## src/rtl/fetch_pc_unit.sv

```systemverilog
// Front end of the LEGv8 multicycle core: PC, instruction register and status register,
// with a req/ready instruction fetch that stalls the control unit while a fetch is outstanding.
module fetch_pc_unit #(
  parameter logic [63:0] PC_RESET = 64'h0000000000000000,
  parameter int          ADDR_W   = 64
) (
  input  logic              clock,
  input  logic              reset,
  input  logic [1:0]        PS,
  input  logic              IL,
  input  logic              SL,
  input  logic [ADDR_W-1:0] pc_in,
  input  logic [ADDR_W-1:0] constant,
  input  logic [4:0]        status_in,
  input  logic              imem_ready,
  input  logic [31:0]       imem_rdata,
  output logic              imem_req,
  output logic [ADDR_W-1:0] imem_addr,
  output logic [31:0]       instruction,
  output logic [4:0]        status,
  output logic [ADDR_W-1:0] pc,
  output logic [ADDR_W-1:0] pc_plus4,
  output logic              fetch_stall
);

  typedef enum logic [0:0] {S_IDLE = 1'b0, S_WAIT = 1'b1} state_t;

  state_t              state_q, state_d;
  logic [ADDR_W-1:0]   pc_q, pc_d;
  logic [ADDR_W-1:0]   fetch_addr_q, fetch_addr_d;
  logic [31:0]         ir_q, ir_d;
  logic [4:0]          status_q, status_d;
  logic                ir_load;

  // Branch offset arrives in words; scale to bytes as a signed quantity, wrap modulo 2^64.
  function automatic logic [ADDR_W-1:0] next_pc(
    input logic [ADDR_W-1:0] cur,
    input logic [1:0]        sel,
    input logic [ADDR_W-1:0] reg_val,
    input logic [ADDR_W-1:0] offset_words
  );
    logic signed [ADDR_W-1:0] offset_bytes;
    offset_bytes = $signed(offset_words) <<< 2;
    case (sel)
      2'b01:   next_pc = cur + {{(ADDR_W-3){1'b0}}, 3'd4};
      2'b10:   next_pc = reg_val;
      2'b11:   next_pc = cur + $unsigned(offset_bytes);
      default: next_pc = cur;
    endcase
  endfunction

  always_ff @(posedge clock) begin
    if (reset) begin
      state_q      <= S_IDLE;
      pc_q         <= PC_RESET;
      ir_q         <= 32'h0;
      status_q     <= 5'h0;
      fetch_addr_q <= PC_RESET;
    end else begin
      state_q      <= state_d;
      pc_q         <= pc_d;
      ir_q         <= ir_d;
      status_q     <= status_d;
      fetch_addr_q <= fetch_addr_d;
    end
  end

  always_comb begin
    state_d = state_q;
    case (state_q)
      S_IDLE:  if (IL && !imem_ready) state_d = S_WAIT;
      S_WAIT:  if (imem_ready)        state_d = S_IDLE;
      default: state_d = S_IDLE;
    endcase
  end

  // Reset masks the handshake outputs so nothing is requested while reset is held.
  always_comb begin
    imem_req    = 1'b0;
    imem_addr   = pc_q;
    fetch_stall = 1'b0;
    ir_load     = 1'b0;
    case (state_q)
      S_IDLE: begin
        imem_req    = IL & ~reset;
        imem_addr   = pc_q;
        fetch_stall = IL & ~imem_ready & ~reset;
        ir_load     = IL & imem_ready;
      end
      S_WAIT: begin
        imem_req    = ~reset;
        imem_addr   = fetch_addr_q;
        fetch_stall = ~imem_ready & ~reset;
        ir_load     = imem_ready;
      end
      default: ;
    endcase
  end

  always_comb begin
    pc_d         = pc_q;
    status_d     = status_q;
    ir_d         = ir_q;
    fetch_addr_d = fetch_addr_q;
    if (ir_load) ir_d = imem_rdata;
    if (state_q == S_IDLE && IL && !imem_ready) fetch_addr_d = pc_q;
    if (!fetch_stall) begin
      pc_d = next_pc(pc_q, PS, pc_in, constant);
      if (SL) status_d = status_in;
    end
  end

  assign pc          = pc_q;
  assign pc_plus4    = pc_q + {{(ADDR_W-3){1'b0}}, 3'd4};
  assign instruction = ir_q;
  assign status      = status_q;

endmodule

```

## config.mk

```make
export PLATFORM = sky130hd
export DESIGN_NAME = fetch_pc_unit
export DESIGN_NICKNAME = d
export VERILOG_FILES = /design/src/rtl/fetch_pc_unit.sv
export SDC_FILE = /design/constraint.sdc
export NUM_CORES = 1
export LEC_CHECK = 0
export ABC_AREA = 1
export BUFFER_PORTS_ARGS = -buffer_cell sky130_fd_sc_hd__buf_2
export CORE_ASPECT_RATIO = 2
export CORE_MARGIN = 2
export CORE_UTILIZATION = 55
export DETAILED_ROUTE_END_ITERATION = 6
export PLACE_DENSITY = 0.91
export RECOVER_POWER = 50
export SLEW_MARGIN = 20
export SYNTH_ARGS = -nofsm -noshare
export SYNTH_HDL_FRONTEND = slang
export SYNTH_SLANG_ARGS = --single-unit
```

## constraint.sdc

```tcl
create_clock -name clock -period 2.5 [get_ports clock]
set_input_delay 0.625 -clock clock [delete_from_list [all_inputs] [get_ports clock]]
set_output_delay 0.625 -clock clock [all_outputs]
set_load 0.005 [all_outputs]
```

==> flow_summary.json, run 1 <==
{
  "h-tree-depth": 4,
  "hpwl_mm": 58.4,
  "synth-seq-cells": 166,
  "async_flop_share_pct": 0,
  "row_count": 85,
  "grt_start_max_net_pins": 95,
  "synth_area_leaders": "dfxtp_1 22%, nand2_1 22%, inv_1 11%",
  "ys_seq_area_share_pct": 22.3,
  "synthesis.nets": 2912,
  "cts_sinks": 166,
  "synth.distinct_cells": 47,
  "grt_pass1_vias": 24800,
  "status": "did not finish",
  "ys_warn_count": 0,
  "dieHeight_microns": 237,
  "avgSynthCellArea_sq_um": 5.57,
  "root_buffer": "clkbuf_16",
  "synth_area_sq_mm": 0.0149,
  "die_width_microns": 120,
  "synthCells": 2677,
  "stop_stage": "global routing",
  "gp_congestion": 1.15,
  "initial_utilization_pct": 55.6,
  "cts_buffers": 17,
  "tool.error": "[ERROR GRT-0116] Global routing finished with congestion. Check the congestion regions in the DRC Viewer.",
  "yosysTopAreaCellShare_pct": 22.3,
  "grt_first_pass_wirelength_mm": 156,
  "io_pins": 403,
  "track_usage_pct": 71.4,
  "cts.path.max_buffers": 2,
  "synth_enable_flop_cells": 0,
  "overflow": 183,
  "synth_top_area_cell": "dfxtp_1",
  "synth_top_flop_cell": "dfxtp_1",
  "postCtsHoldBufs": 0,
  "io_buffers": 400
}
## repair_timing
item,4_1_cts
resized for setup,372
endpoints found under the setup margin,57
endpoints found under the hold margin,0
pin swaps,124
buffers inserted,111
## synth_stat cells, types with 2 or more instances
| cell type | instances |
|---|---|
| o21bai_1 | 4 |
| or2_2 | 10 |
| nor2_2 | 12 |
| a41oi_1 | 2 |
| nor3_1 | 27 |
| a31oi_1 | 21 |
| xor2_2 | 5 |
| o21ai_1 | 2 |
| clkbuf_1 | 65 |
| inv_1 | 455 |
| xor2_1 | 48 |
| nand4_1 | 18 |
| inv_2 | 6 |
| a21oi_2 | 2 |
| buf_4 | 3 |
| clkbuf_2 | 2 |
| buf_1 | 2 |
| and2_2 | 3 |
| nand2_1 | 855 |
| nand3_1 | 132 |
| ha_1 | 62 |
| dfxtp_1 | 166 |
| and2_1 | 5 |
| a221oi_1 | 2 |
| nor2_1 | 248 |
| nor2_4 | 8 |
| buf_2 | 10 |
| o21ai_0 | 245 |
| o221a_2 | 2 |
| a21oi_1 | 210 |
| a22oi_1 | 3 |
| nand3b_1 | 10 |
| nand2_2 | 13 |
| nor3_2 | 6 |
## metal layers
metal  GRT overflow  track usage, %
met1              1            69.7
met2            106            91.5
met3              3            49.5
met4             73            77.8
met5              0            12.7
## cell families after synthesis
family                   count (synthesis)  synth area share, %
AO/OA/AOI/OAI                          495                 17.2
XOR/XNOR                                53                 3.36
adder cells (fa/ha/maj)                 63                 5.34
buffers and inverters                  546                 14.0
flip-flops                             166                 22.3
AND/OR/NAND/NOR                       1354                 37.8
## through the flow
| step | hold WS, ns | setup WS (ns) | std cells | instance area (sq um) | utilization (%) |
|---|---|---|---|---|---|
| 2_1_floorplan | 0.424 | 0.192 | 2677 | 14900 | - |
| 3_3_place_gp | 0.430 | -0.150 | 3637 | 19400 | 72.4 |
| 3_5_place_dp | 0.435 | -0.164 | 3637 | 19400 | 72.4 |
| 4_1_cts | 0.368 | -0.219 | 3774 | 22200 | 82.8 |
==> run 2, diff against run 1 <==
--- a/config.mk
+++ b/config.mk
@@ -7,11 +7,10 @@
 export LEC_CHECK = 0
 export ABC_AREA = 1
 export BUFFER_PORTS_ARGS = -buffer_cell sky130_fd_sc_hd__buf_2
-export CORE_ASPECT_RATIO = 2
 export CORE_MARGIN = 2
-export CORE_UTILIZATION = 55
+export CORE_UTILIZATION = 40
 export DETAILED_ROUTE_END_ITERATION = 6
-export PLACE_DENSITY = 0.91
+export PLACE_DENSITY_LB_ADDON = 0.15
 export RECOVER_POWER = 50
 export SLEW_MARGIN = 20
 export SYNTH_ARGS = -nofsm -noshare
==> run 2 against run 1 <==
  * The flow now finishes, with violations (setup timing)
  * Synthesized area unchanged
  * Synthesized cell count unchanged
==> flow_summary.json, run 2 <==
{
  "status": "complete, but fails checks",
  "failed_checks": "setup timing",
  "rr_startpoint": "pc[2]",
  "io_buffers": 400,
  "ys_top_cells_by_count": "855 x nand2_1, 455 x inv_1, 248 x nor2_1",
  "row_count": 70,
  "hp-class": "in -> reg",
  "wl_per_cell_microns": 19.4,
  "ir_drop_uv": 461,
  "post-route-min-period_ns": 2.85,
  "crit_family": "simple AND/OR/NAND/NOR gates",
  "gp_congestion": 1.01,
  "avgSynthCellArea_sq_um": 5.57,
  "layout_common_cells": "756 x nand2_1, 437 x inv_1, 372 x buf_2, 337 x buf_4, 242 x o21ai_0",
  "hold_ws_ns": 0.394,
  "antenna_found_initial": 3,
  "power_density_mw_per_mm2": 460,
  "critPathLaunch": "pc[30]",
  "clk_latency_ns": 0.45,
  "drv_slew": 0,
  "postCtsHoldBufs": 0,
  "final_common_cell": "nand2_1",
  "cp.arrival_ns": 2.22,
  "viasPerCell": 5.17,
  "max_stage_delay_ns": 0.40,
  "cap_violations": 0,
  "die_width_microns": 197,
  "hold_start": "imem_rdata[20]",
  "setup_viol": 53,
  "grt_pass1_vias": 18900,
  "die_area_sq_mm": 0.0388,
  "relSlewSlack_pct": 19.0,
  "synthesis.nets": 2912,
  "firstDrtPassIters": 5,
  "track_usage_pct": 37.2,
  "synth.distinct_cells": 47,
  "cp.required_ns": 1.88,
  "ys_seq_area_share_pct": 22.3,
  "cts_sinks": 166,
  "syn_to_final_growth_pct": 57.0,
  "vias": 20200,
  "critPathBufInv": 1,
  "ys_warn_count": 0,
  "hpwl_mm": 59.7,
  "fin_util_pct": 63.8,
  "critPathKind": "reg -> out",
  "synth-seq-cells": 166,
  "period_share_pct": 114,
  "critPathCaptureType": "primary output",
  "antenna_left": 0,
  "first_iter_violations": 1606,
  "timing.critical_path.mode_cell": "nand2_1",
  "total_power_uw": 10800,
  "synth_area_leaders": "dfxtp_1 22%, nand2_1 22%, inv_1 11%",
  "worst_pin_slew_ns": 1.22,
  "grt_first_pass_wirelength_mm": 109,
  "clk_pin_slew_ns": 0.08,
  "cts.path.max_buffers": 2,
  "critPathSlowestCell": "dfxtp_1",
  "synth_top_flop_cell": "dfxtp_1",
  "cellLeakagePower_uw": 0.0123,
  "synth_enable_flop_cells": 0,
  "clock.fmax_mhz": 351,
  "start_kind": "flop",
  "synth_top_area_cell": "dfxtp_1",
  "fin_skew_ns": 0.0196,
  "grt_start_max_net_pins": 129,
  "io_pins": 403,
  "drcViolationCount": 0,
  "drive_above_1_share_pct": 36.7,
  "nets": 3654,
  "root_buffer": "clkbuf_16",
  "cts_buffers": 17,
  "synthCells": 2677,
  "overflow": 0,
  "core_sq_mm": 0.0367,
  "synth.most_common_cell": "nand2_1",
  "finalWirelength_mm": 75.6,
  "cp_cell_sequence": "nand2_1 -> nor2_1 -> nand2_1 -> nor2_4 -> nand2_1 -> nor2_4 -> xor2_2 -> buf_2",
  "async_flop_share_pct": 0,
  "h-tree-depth": 4,
  "layout_setup_ws_ns": -0.349,
  "dieHeight_microns": 197,
  "yosysTopAreaCellShare_pct": 22.3,
  "path_max_fanout": 4,
  "cts_tree": "built",
  "hold_viol_final": 0,
  "rsz0062_at_grt": "yes",
  "synth_area_sq_mm": 0.0149,
  "initial_utilization_pct": 40.6
}
## run 2: area by class of cell
cell class                 instances  area (sq um)
antenna                            2          5.00
clock buffer                      18           439
clock inverter                    14           209
fill                            3558         13300
inverter                         462          1770
multi-input combinational       1965         11500
sequential                       166          3460
tap                              468           586
timing repair buffer             807          5400
## run 2: cell families (layout without fill, tap and decap cells)
family | Yosys count | after routing | share of synthesized area [%]
simple gates | 1354 | 1354 | 37.8
buf+inv | 546 | 1301 | 14.0
compound gates | 495 | 495 | 17.2
flops | 166 | 166 | 22.3
fa+ha+maj | 63 | 63 | 5.34
xor+xnor | 53 | 53 | 3.36
other cells | 0 | 2 | 0
## run 2: where the power goes
part / internal (uW) / switching, uW
clock: 1650 / 1310
sequential: 2880 / 226
combinational: 1950 / 2750
total: 6480 / 4290
## run 2: per-layer routing
metal,vias up,global-route usage [%],routed length (microns)
met2,977,63.0,35500
li1,9827,-,-
met4,4,17.9,3690
met5,-,0,33
met1,9172,46.5,30700
met3,192,5.09,5630
## run 2: repair_timing
action | in CTS | in global routing
resized for setup | 367 | 248
gates cloned | 0 | 0
pin swaps | 102 | 112
setup endpoints to repair | 56 | 100
buffers inserted | 77 | 50
## run 2: final timing paths
kind	end	slack, ns	depth (start not counted)
setup / recovery	pc_plus4[62]	-0.35	8
hold / removal	instruction[20]	0.39	3
setup reg to reg	pc[42]	0.02	18
hold reg to reg	fetch_addr_q[2]	0.44	2
## run 2: worst register-to-register path: cells and delay by family (launching register included)
kind | cells | cell delay (ns)
AND/OR/NAND/NOR | 9 | 0.85
adder cells (fa/ha/maj) | 2 | 0.46
flip-flops | 1 | 0.37
AO/OA/AOI/OAI | 1 | 0.15
buffers and inverters | 6 | 0.55
## run 2: metrics by stage
stage	setup slack [ns]	cells	cell area [sq um]	TNS [ns]
finish	-0.349	3902	23400	-9.77
global route	-0.382	3901	23400	-16.89
CTS	-0.252	3858	22100	-6.88
detailed placement	-0.194	3754	19500	-3.24
global placement	-0.216	3754	19500	-2.56
floorplan	0.192	2677	14900	0
(Power assumes the default switching activity.)
==> run 3, diff against run 2 <==
--- a/config.mk
+++ b/config.mk
@@ -6,10 +6,10 @@
 export NUM_CORES = 1
 export LEC_CHECK = 0
 export ABC_AREA = 1
-export BUFFER_PORTS_ARGS = -buffer_cell sky130_fd_sc_hd__buf_2
 export CORE_MARGIN = 2
 export CORE_UTILIZATION = 40
 export DETAILED_ROUTE_END_ITERATION = 6
+export DONT_BUFFER_PORTS = 1
 export PLACE_DENSITY_LB_ADDON = 0.15
 export RECOVER_POWER = 50
 export SLEW_MARGIN = 20
==> run 3 against run 2 <==
  * The flow still finishes with violations (setup timing)
  * Clock skew down 0.0020 ns
  * Sequential share of layout area up 2.2 points
  * Hold slack worse by 0.088 ns
  * Critical path type unchanged
  * Critical endpoint is now pc_plus4[14]
  * Largest cell class unchanged
==> flow_summary.json, run 3 (same netlist as run 2, synthesis figures left out) <==
{
  "dieHeight_microns": 197,
  "intPower_uw": 5780,
  "r2r_cells": 14,
  "final_area_sq_mm": 0.0205,
  "overflow": 0,
  "initial_utilization_pct": 40.6,
  "cts.path.max_buffers": 2,
  "comb_power_share_pct": 40.2,
  "start_kind": "flop",
  "rr_startpoint": "pc[19]",
  "worst_pin_slew_ns": 0.828,
  "layout_setup_ws_ns": -0.268,
  "whs_path_depth": 2,
  "post-route-min-period_ns": 2.77,
  "finalWirelength_mm": 72.4,
  "grt_pass1_vias": 17100,
  "ir_drop_uv": 476,
  "clock.fmax_mhz": 361,
  "cts_buffers": 17,
  "viasPerCell": 5.27,
  "cap_violations": 0,
  "status": "complete, but fails checks",
  "cts_sinks": 166,
  "die_area_sq_mm": 0.0388,
  "failed_checks": "setup timing",
  "core_sq_mm": 0.0367,
  "max_stage_delay_ns": 0.38,
  "nets": 3192,
  "clk_latency_ns": 0.45,
  "grt_first_pass_wirelength_mm": 103,
  "wl_per_cell_microns": 21.0,
  "first_iter_violations": 1265,
  "clk_pin_slew_ns": 0.08,
  "track_usage_pct": 35.5,
  "antenna_left": 0,
  "seqPwrFrac_pct": 31.7,
  "drv_slew": 0,
  "root_buffer": "clkbuf_16",
  "drive_above_1_share_pct": 25.7,
  "drcViolationCount": 0,
  "power_switching_uw": 4070,
  "io_buffers": 0,
  "period_share_pct": 111,
  "tns_ns": -7.10,
  "hold_start": "imem_rdata[9]",
  "cp.required_ns": 1.88,
  "hold_end": "instruction[9]",
  "relSlewSlack_pct": 44.8,
  "rsz0062_at_grt": "yes",
  "power_density_mw_per_mm2": 480,
  "final_common_cell": "nand2_1",
  "die_width_microns": 197,
  "critPathCaptureType": "primary output",
  "pwr-share-clk_pct": 28.1,
  "vias": 18100,
  "hpwl_mm": 58.2,
  "cts_tree": "built",
  "hp-class": "in -> reg",
  "io_pins": 403,
  "antenna_found_initial": 2,
  "cellLeakagePower_uw": 0.0101,
  "layout_common_cells": "775 x nand2_1, 442 x inv_1, 293 x buf_4, 244 x o21ai_0, 200 x a21oi_1",
  "cp.arrival_ns": 2.14,
  "r2r_end": "pc[43]",
  "fin_skew_ns": 0.0176,
  "firstDrtPassIters": 5,
  "syn_to_final_growth_pct": 37.5,
  "path_max_fanout": 4,
  "cp_cell_sequence": "ha_4 -> nand2_4 -> nor2_4 -> inv_2 -> buf_6 -> nor2_4 -> buf_4 -> buf_6 -> xor2_2 -> buf_4",
  "grt_start_max_net_pins": 129,
  "row_count": 70,
  "h-tree-depth": 4,
  "critPathSlowestCell": "dfxtp_4",
  "postCtsHoldBufs": 0,
  "netSwitchingFraction_pct": 41.3,
  "hold_viol_final": 0,
  "place_area_sq_mm": 0.0173,
  "setup_viol": 48,
  "r2r_setup_slack_ns": 0.08,
  "gp_congestion": 0.991,
  "critPathLaunch": "pc[2]",
  "critPathKind": "reg -> out"
}
-- run 3: changes by cell type in the layout (fill, tap and decap cells not counted), sizes merged --
| cell | change |
|---|---|
| buf | -439 |
| bufinv | -2 |
| clkbuf | -24 |
| clkinvlp | -1 |
| diode | -1 |
| inv | +4 |
-- run 3: critical path: cells and delay by family, from the launching register on --
family | cells | cell delay [ns]
xor+xnor | 1 | 0.13
fa+ha+maj | 1 | 0.15
buf+inv | 5 | 0.64
flops | 1 | 0.38
simple gates | 3 | 0.39
-- run 3: routing by layer --
metal / global-route usage, % / up-vias / wire, microns / part of all wire [%]
met3: 9.61 / 164 / 6380 / 8.8
met4: 14.8 / 2 / 3440 / 4.8
met5: 0 / - / 8 / 0.011
met2: 61.2 / 748 / 33900 / 47
met1: 41.7 / 8289 / 28600 / 40
li1: - / 8919 / - / -
-- run 3: how the worst max path moves through the flow --
| stage | end |
|---|---|
| floorplan | pc_plus4[36] |
| global placement | pc[47] |
| detailed placement | pc[47] |
| CTS | pc_plus4[62] |
| global route | pc_plus4[14] |
| finish | pc_plus4[14] |
-- run 3: repair_timing --
action                     in CTS  in global routing
gates resized for setup       316                200
setup endpoints to repair      54                 94
pin swaps                      88                 79
setup buffers                  49                 29
-- run 3: cell type report --
class	count	area, sq um
fillers	3766	16200
multi-input cells	1965	11200
flip-flops and latches	166	3480
repair buffers	345	2840
inverters	462	1760
well taps	468	586
clock buffers	17	425
clock inverters	15	176
diodes	1	2.50
-- run 3: power groups by stage --
| stage | sequential [uW] | clock (uW) | combinational [uW] |
|---|---|---|---|
| after floorplan | 3140 | 0 | 1960 |
| after global placement | 3160 | 0 | 3500 |
| after detailed placement | 3170 | 0 | 3530 |
| after CTS | 3110 | 2770 | 3740 |
| after global routing | 3140 | 2890 | 4320 |
| final | 3120 | 2770 | 3960 |
-- run 3: metrics by stage --
step / hold WS [ns] / worst slack, ns / cells / util [%] / total power, uW
2_1_floorplan: 0.424 / 0.192 / 2677 / - / 5100
3_3_place_gp: 0.431 / -0.0935 / 3334 / 47.1 / 6660
3_5_place_dp: 0.435 / -0.0897 / 3334 / 47.1 / 6700
4_1_cts: 0.298 / -0.223 / 3414 / 53.1 / 9630
5_1_grt: 0.294 / -0.324 / 3438 / 55.9 / 10400
6_report: 0.307 / -0.268 / 3439 / 55.9 / 9840
